File: src/rtl/mac_error_monitor.sv
// mac_error_monitor: in-system checker for the approximate multiplier/MAC.
// Accepts operand/result tuples, recomputes the exact product and MAC, and
// accumulates error statistics over a window of NUM_SAMPLES samples.
// Optional build macro MAC_ERR_SUM_EN enables the mac_err_sum accumulator;
// without it mac_err_sum is tied to zero.
module mac_error_monitor #(
    parameter int unsigned IN_W        = 16,
    parameter int unsigned ACC_W       = 32,
    parameter int unsigned SUM_W       = 48,
    parameter int unsigned NUM_SAMPLES = 10
) (
    input  logic                 clk,
    input  logic                 rst_n,
    input  logic                 start,
    input  logic                 in_valid,
    output logic                 in_ready,
    input  logic [IN_W-1:0]      in_a,
    input  logic [IN_W-1:0]      in_b,
    input  logic [ACC_W-1:0]     in_add,
    input  logic [2*IN_W-1:0]    approx_mul,
    input  logic [ACC_W-1:0]     approx_mac,
    output logic                 busy,
    output logic                 done,
    output logic [15:0]          sample_cnt,
    output logic [SUM_W-1:0]     err_sum,
    output logic [SUM_W-1:0]     prod_sum,
    output logic [2*IN_W-1:0]    max_err,
    output logic [15:0]          pass_cnt,
    output logic [15:0]          mismatch_cnt,
    output logic [SUM_W-1:0]     mac_err_sum
);

    localparam int unsigned P_W = 2 * IN_W;
    localparam logic [15:0] LAST_IDX = 16'(NUM_SAMPLES - 1);

    typedef enum logic [1:0] {
        S_IDLE,
        S_RUN,
        S_DRAIN,
        S_DONE
    } state_t;

    state_t state, state_nxt;

    logic             accept;
    logic             clear;
    logic [15:0]      acc_cnt;

    logic             s1_valid;
    logic [P_W-1:0]   s1_exact_mul;
    logic [P_W-1:0]   s1_approx_mul;
    logic [ACC_W-1:0] s1_exact_mac;
    logic [ACC_W-1:0] s1_approx_mac;

    logic [P_W-1:0]   exact_mul;
    logic [ACC_W-1:0] exact_mac;
    logic [P_W-1:0]   err;
    logic             sample_ok;

    // Adds into an accumulator, sticking at all-ones instead of wrapping.
    function automatic logic [SUM_W-1:0] sat_add(input logic [SUM_W-1:0] acc,
                                                 input logic [SUM_W-1:0] inc);
        logic [SUM_W:0] total;
        total = {1'b0, acc} + {1'b0, inc};
        return total[SUM_W] ? '1 : total[SUM_W-1:0];
    endfunction

    // Handshake, window-open and exact arithmetic for the incoming tuple.
    always_comb begin
        accept    = in_valid & in_ready;
        clear     = start & ((state == S_IDLE) | (state == S_DONE));
        exact_mul = P_W'(in_a) * P_W'(in_b);
        exact_mac = ACC_W'(exact_mul) + in_add;
        err       = (s1_approx_mul > s1_exact_mul) ? (s1_approx_mul - s1_exact_mul)
                                                   : (s1_exact_mul - s1_approx_mul);
        sample_ok = (s1_approx_mul == s1_exact_mul) && (s1_approx_mac == s1_exact_mac);
    end

    // State register.
    always_ff @(posedge clk or negedge rst_n) begin
        if (!rst_n) state <= S_IDLE;
        else        state <= state_nxt;
    end

    // Next-state and status outputs.
    always_comb begin
        state_nxt = state;
        in_ready  = 1'b0;
        busy      = 1'b0;
        done      = 1'b0;
        unique case (state)
            S_IDLE: begin
                if (start) state_nxt = S_RUN;
            end
            S_RUN: begin
                in_ready = 1'b1;
                busy     = 1'b1;
                if (accept && acc_cnt == LAST_IDX) state_nxt = S_DRAIN;
            end
            S_DRAIN: begin
                busy = 1'b1;
                if (!s1_valid) state_nxt = S_DONE;
            end
            S_DONE: begin
                done = 1'b1;
                if (start) state_nxt = S_RUN;
            end
            default: state_nxt = S_IDLE;
        endcase
    end

    // Counts accepted samples so RUN knows when the window is full.
    always_ff @(posedge clk or negedge rst_n) begin
        if (!rst_n)      acc_cnt <= '0;
        else if (clear)  acc_cnt <= '0;
        else if (accept) acc_cnt <= acc_cnt + 16'd1;
    end

    // Stage 1: capture the tuple together with its exact product and MAC.
    always_ff @(posedge clk or negedge rst_n) begin
        if (!rst_n) begin
            s1_valid      <= 1'b0;
            s1_exact_mul  <= '0;
            s1_approx_mul <= '0;
            s1_exact_mac  <= '0;
            s1_approx_mac <= '0;
        end else begin
            s1_valid <= accept;
            if (accept) begin
                s1_exact_mul  <= exact_mul;
                s1_approx_mul <= approx_mul;
                s1_exact_mac  <= exact_mac;
                s1_approx_mac <= approx_mac;
            end
        end
    end

    // Stage 2: fold the captured sample into the window statistics.
    always_ff @(posedge clk or negedge rst_n) begin
        if (!rst_n) begin
            sample_cnt   <= '0;
            err_sum      <= '0;
            prod_sum     <= '0;
            max_err      <= '0;
            pass_cnt     <= '0;
            mismatch_cnt <= '0;
        end else if (clear) begin
            sample_cnt   <= '0;
            err_sum      <= '0;
            prod_sum     <= '0;
            max_err      <= '0;
            pass_cnt     <= '0;
            mismatch_cnt <= '0;
        end else if (s1_valid) begin
            sample_cnt <= sample_cnt + 16'd1;
            err_sum    <= sat_add(err_sum, SUM_W'(err));
            prod_sum   <= sat_add(prod_sum, SUM_W'(s1_exact_mul));
            if (err > max_err) max_err <= err;
            if (sample_ok) pass_cnt     <= pass_cnt + 16'd1;
            else           mismatch_cnt <= mismatch_cnt + 16'd1;
        end
    end

`ifdef MAC_ERR_SUM_EN
    logic [ACC_W-1:0] mac_err;

    // Absolute MAC error of the captured sample.
    always_comb begin
        mac_err = (s1_approx_mac > s1_exact_mac) ? (s1_approx_mac - s1_exact_mac)
                                                 : (s1_exact_mac - s1_approx_mac);
    end

    // Saturating accumulation of the MAC error.
    always_ff @(posedge clk or negedge rst_n) begin
        if (!rst_n)        mac_err_sum <= '0;
        else if (clear)    mac_err_sum <= '0;
        else if (s1_valid) mac_err_sum <= sat_add(mac_err_sum, SUM_W'(mac_err));
    end
`else
    assign mac_err_sum = '0;
`endif

endmodule

File: config.mk
export PLATFORM = sky130hd
export DESIGN_NAME = mac_error_monitor
export DESIGN_NICKNAME = d
export VERILOG_FILES = /design/src/rtl/mac_error_monitor.sv
export SDC_FILE = /design/constraint.sdc
export NUM_CORES = 2
export LEC_CHECK = 0
export CAP_MARGIN = 20
export CORE_MARGIN = 2
export CORE_UTILIZATION = 45
export CTS_BUF_LIST = sky130_fd_sc_hd__clkbuf_4 sky130_fd_sc_hd__clkbuf_8 sky130_fd_sc_hd__clkbuf_16
export DETAILED_ROUTE_END_ITERATION = 10
export PLACE_DENSITY = 0.65
export REMOVE_ABC_BUFFERS = 1
export SLEW_MARGIN = 30
export SYNTH_ARGS = -nofsm -noshare
export SYNTH_HDL_FRONTEND = slang
export SYNTH_SLANG_ARGS = --single-unit
export TNS_END_PERCENT = 5
File: constraint.sdc
create_clock -name clk -period 9.2 [get_ports clk]
set_clock_uncertainty 0.05 [all_clocks]
set_input_delay 1.84 -clock clk [delete_from_list [all_inputs] [get_ports clk]]
set_output_delay 1.84 -clock clk [all_outputs]
set_load 0.01 [all_outputs]
**Word-level counts from Yosys, hierarchy flattened**

Cells that the tools add are included.

- Register bits: 323
- Input port bits: 132
- Logic and storage cells: 78
- Output and inout bits: 227

- Add/subtract/negate cells: 9
- Muxes and demuxes: 27
- $lt $le $gt $ge: 2
- Reduce and logical (&&, ||, !) cells: 13
- Bitwise logic cells: 3
- Eq/ne operators: 10
- Multiply operators: 1

Operator list:

| kind | number |
|---|---|
| 2-to-1 mux 48 bit | 6 |
| 2-to-1 mux 16 bit | 10 |
| 2-to-1 mux 32 bit | 4 |
| adder 48 x 32 -> 49 bit | 2 |
| adder 16 x 1 -> 16 bit (second input constant) | 4 |
| equality test 32 bit | 2 |
| > comparator 32 bit | 2 |
| subtractor 32 bit | 2 |
| adder 32 bit | 1 |
| multiplier 16 x 16 -> 32 bit | 1 |
| equality test 16 x 4 -> 1 bit (second input constant) | 1 |
| nonzero test 2 bit | 4 |
| 2-to-1 mux 2 bit | 3 |
| != test 2 bit (second input constant) | 3 |
| case mux 2 bit (3 select lines) | 1 |
| AND reduction 2 bit | 3 |
| equality test 2 bit (second input constant) | 2 |
| OR reduction 2 bit | 2 |
| 2-to-1 mux 1 bit | 3 |
| AND reduction 3 bit | 1 |
| bitwise AND 1 bit | 2 |
| equality test 2 x 1 -> 1 bit (second input constant) | 1 |
| logical AND 1 bit | 2 |
| logical NOT 2 bit | 1 |
| 2 further kinds | 2 |

**Logic depth before layout (Yosys ltp)**

- Depth after elaboration: 6
- Gate-level depth with buffers: 31
- Mapped depth without buffers: 30

**Least setup slack after synthesis**

Ideal clock, no wire load.

- Kind: input to register
- Start point: input in_b[7]
- End point: register s1_exact_mac[31]
- Cell stages on the path: 29
- Data required time: 9027 ps
- Data arrival time: 8475 ps
- Library setup time: 123 ps
- Slack: 552 ps
- Buffers on the path: 2
- Cell sequence: clkbuf_1 > nand2_1 > fa_1 > inv_1 > fa_1 > inv_1 > fa_1 > inv_1 > fa_1 > fa_1 > inv_1 > fa_1 > inv_1 > ha_1 > a21o_1 > a21oi_1 > o211ai_1 > a221oi_1 > nand4_1 > a41oi_1 > xnor2_1 > ha_1 > clkbuf_1 > and3_1 > and2_1 > a211oi_1 > o31a_1 > a221oi_1 > nand2b_1

- Word-level cells in the longest chain between the ends: 2

RTL lines:

| item | RTL line | RTL |
|---|---|---|
| start, declared | 18 | `input logic [IN_W-1:0] in_b,` |
| multiplier 16 x 16 -> 32 bit | 72 | `exact_mul = P_W'(in_a) * P_W'(in_b);` |
| net exact_mul[26] | 55 | `logic [P_W-1:0] exact_mul;` |
| adder 32 bit | 73 | `exact_mac = ACC_W'(exact_mul) + in_add;` |
| end signal, assigned | 132 | `s1_exact_mac <= exact_mac;` |
| end, declared | 52 | `logic [ACC_W-1:0] s1_exact_mac;` |

The timed path passes the listed nets, and every way through them passes these cells.
A chain may end at the register's enable or synchronous reset.

**Worst setup path in the final report**

- Start point: input in_a[6]
- End point: register s1_exact_mac[31]

- Word-level cells in the longest chain between the ends: 2

RTL lines:

| item | RTL line | RTL |
|---|---|---|
| start, declared | 17 | `input logic [IN_W-1:0] in_a,` |
| multiplier 16 x 16 -> 32 bit | 72 |  |
| net exact_mul[20] | 55 |  |
| adder 32 bit | 73 |  |

The timed path passes the listed nets, and every way through them passes these cells.

==> flow_summary.toml <==
[timing]
slew_headroom_pct = 35.4
finalCriticalPeriod_ps = 8750
setup_viol = 0
tightest_slew_ps = 969
post-route-period-util_pct = 95.1
setup-tns-final_ps = 0
fmax_mhz = 114
report.final.slew_viol_count = 0
hold_viol_final = 0
worst_hold_slack_ps = 443

[yosys]
synth_top_area_share_pct = 25.3
synth_xor_area_share_pct = 6.03
synth_area_leaders = "dfrtp_1 (25%), fa_1 (12%), ha_1 (12%)"
yosys.area.top_type = "dfrtp_1"
syn_area_per_cell_sq_um = 8.53
synth_fa_ha_area_share_pct = 24.4
synth-simple-area-share_pct = 17.5
muxShareOfSynthArea_pct = 1.07
synth-seq-cells = 323
synth_compound_area_share_pct = 17.9
synth_cells = 3744
synth.cell_area_sq_um = 32000
synth_cell_types = 86
async_reset_ff_share_pct = 100
yosysSeqAreaShare_pct = 25.3
synth_edf_count = 0
synth_top_family_by_area = "adder cells"
yosysWarnings = 0
synth_ff_type = "dfrtp_1"

[drt]
wire_per_inst_microns = 18.0
drtIter0Drc = 1708
vias = 27800
firstDrtPassIters = 6
antenna_left = 0
wl_mm = 92.0
drt-vias-per-instance = 5.44
post-route-drc-count = 0

[setup_path]
crit_start = "in_a[6]"
reg2reg_depth = 18
reg2reg_to = "err_sum[12]"
slowest_stage = "fa_1"
crit_top_cell = "fa_1"
slowest_delay_ps = 520
ff2ff_setup_slack_ps = 2360
path_max_fanout = 10
crit_type = "in2reg"
rr_startpoint = "s1_exact_mul[26]"
cp.arrival_ps = 9190
cp-start-kind = "input pin"
cp-end-kind = "flop"
required_ps = 9640

[grt]
overflow = 0
antenna_found_initial = 3
grt_pass1_wl_mm = 146
grt_max_degree = 102
grtUsageTotal_pct = 24.8
grt_pass1_vias = 26700

[status]
outcome = "complete, no violations"

[hold_path]
hold_path.class = "reg2reg"
hold_path_end = "s1_approx_mac[31]"
holdPathStages = 2
holdCritStartpoint = "s1_approx_mac[31]"

[cts]
clk_latency_ps = 570
numCtsBuffers = 41
cts-htree-levels = 2
cts_hold_buf = 0
cts_tree = "yes"
cts.path.max_buffers = 3
cts.reportedPaths.clkPinSlew_ps = 50
clockRootBuffer = "clkbuf_16"
clock_sinks = 323

[placement]
io_buffers = 310
place_inst = 5028
dpl.hpwl_mm = 74.0
routabilityCongestion = 0.947

[layout]
n_fill_cell = 6717
seq_area_sq_um = 8090
syn2layout_area_growth_pct = 20.2
fin_cells = 5106
utilization_pct = 54.7
drive_above_1_share_pct = 8.10
multi_input_area_sq_um = 21700
final_nets = 4767

[floorplanning]
ios = 359
dieArea_sq_um = 73200
num_rows = 97
die_w_microns = 270
coreArea_sq_um = 70100
die_y_microns = 270
start_util_pct = 45.5

[job]
cap_viol_max_count = 0
[cell usage after synthesis, drive strengths merged, types with 11 or more instances]
| cell type | number |
|---|---|
| nand3 | 71 |
| nand2b | 18 |
| o31ai | 17 |
| dfrtp | 323 |
| and3 | 50 |
| nand4 | 55 |
| inv | 384 |
| a2111oi | 11 |
| o211ai | 23 |
| fa | 199 |
| nor2b | 21 |
| o21a | 35 |
| nor3 | 50 |
| o21ai | 242 |
| o21bai | 23 |
| xor2 | 92 |
| buf | 78 |
| a21o | 110 |
| a211oi | 39 |
| nor2 | 204 |
| nor4 | 15 |
| and4 | 13 |
| and2 | 138 |
| a31oi | 72 |
| clkbuf | 133 |
| mux2i | 22 |
| xnor2 | 128 |
| ha | 305 |
| nand2 | 475 |
| a21oi | 224 |
| or3 | 21 |
[logic make-up (layout without fill, tap and decap cells)]
| family | count (synthesis) | count (layout) |
|---|---|---|
| adder cells (fa/ha/maj) | 504 | 504 |
| multiplexers | 32 | 32 |
| XOR/XNOR | 220 | 220 |
| AO/OA/AOI/OAI | 896 | 896 |
| other | 1 | 53 |
| flip-flops | 323 | 323 |
| buffers and inverters | 597 | 967 |
| AND/OR/NAND/NOR | 1171 | 1171 |
[cells in the final DEF, fill, tap and decap left out, types with 50 or more instances in the layout]
cell | netlist | layout
and3_1 | 50 | 50
buf_4 | 54 | 196
dfrtp_1 | 323 | 322
a21o_1 | 110 | 110
ha_1 | 305 | 305
xor2_1 | 92 | 90
clkdlybuf4s50_1 | 0 | 303
nand2_1 | 475 | 473
inv_1 | 384 | 384
fa_1 | 199 | 199
a21oi_1 | 223 | 221
nand3_1 | 71 | 70
xnor2_1 | 128 | 128
nand4_1 | 52 | 52
a31oi_1 | 72 | 71
and2_1 | 138 | 137
nor3_1 | 50 | 50
o21ai_0 | 239 | 237
nor2_1 | 204 | 204
[sequential cells by signal, indices dropped and copies added (netlist names)]
register and flops:
err_sum 48, prod_sum 48, s1_exact_mac 32, mismatch_cnt 16, s1_valid 1, acc_cnt 16, s1_exact_mul 32, state 2
max_err 32, pass_cnt 16, sample_cnt 16, s1_approx_mul 32, s1_approx_mac 32
[routing by layer]
metal / vias up / part of all wire, % / GRT usage (%) / wire, microns
met3: 119 / 5.2 / 2.90 / 4750
met5: - / 0 / 0 / 0
met2: 711 / 47 / 40.6 / 43400
met1: 13400 / 45 / 34.6 / 41500
li1: 13500 / - / - / -
met4: 0 / 2.5 / 6.69 / 2330
[how the worst max path moves through the flow]
| stage | end | slack [ps] | cells past startpoint |
|---|---|---|---|
| 6_report | s1_exact_mac[31] | 450 | 30 |
| 5_1_grt | s1_exact_mac[31] | -30 | 32 |
| 4_1_cts | s1_exact_mac[31] | 190 | 31 |
| 3_5_place_dp | s1_exact_mac[31] | -360 | 31 |
| 3_3_place_gp | s1_exact_mac[31] | -270 | 31 |
| 2_1_floorplan | s1_exact_mac[31] | 730 | 29 |
[critical path: cells and delay by family]
family / cells / cell delay [ps]
AND/OR/NAND/NOR: 4 / 780
AO/OA/AOI/OAI: 8 / 1620
adder cells (fa/ha/maj): 8 / 3520
buffers and inverters: 9 / 1270
XOR/XNOR: 1 / 150
[metrics by stage]
stage / setup WS [ps] / instance area (sq um)
after CTS: 189 / 38300
after floorplan: 732 / 31100
after global routing: -26.9 / 38400
after detailed placement: -363 / 36900
after global placement: -266 / 36900
final: 447 / 38400
[what timing repair did]
| action | in CTS | in global routing |
|---|---|---|
| resized for setup | 0 | 20 |
| endpoints found under the hold margin | 0 | 0 |
| endpoints found under the setup margin | 0 | 7 |
| setup buffers | 0 | 0 |
[layout make-up]
| cell class | count | share of cell area [%] |
|---|---|---|
| antenna | 5 | 0.0326 |
| clock buffer | 59 | 3.23 |
| clock inverter | 14 | 0.414 |
| inverter | 386 | 3.78 |
| multi-input combinational | 2871 | 56.4 |
| sequential | 323 | 21.1 |
| tap | 940 | 3.06 |
| timing repair buffer | 508 | 12.0 |
Power is left out: the tool's default activity adds up to more than one toggle a clock period on the data nets, which glitch-free logic cannot reach.
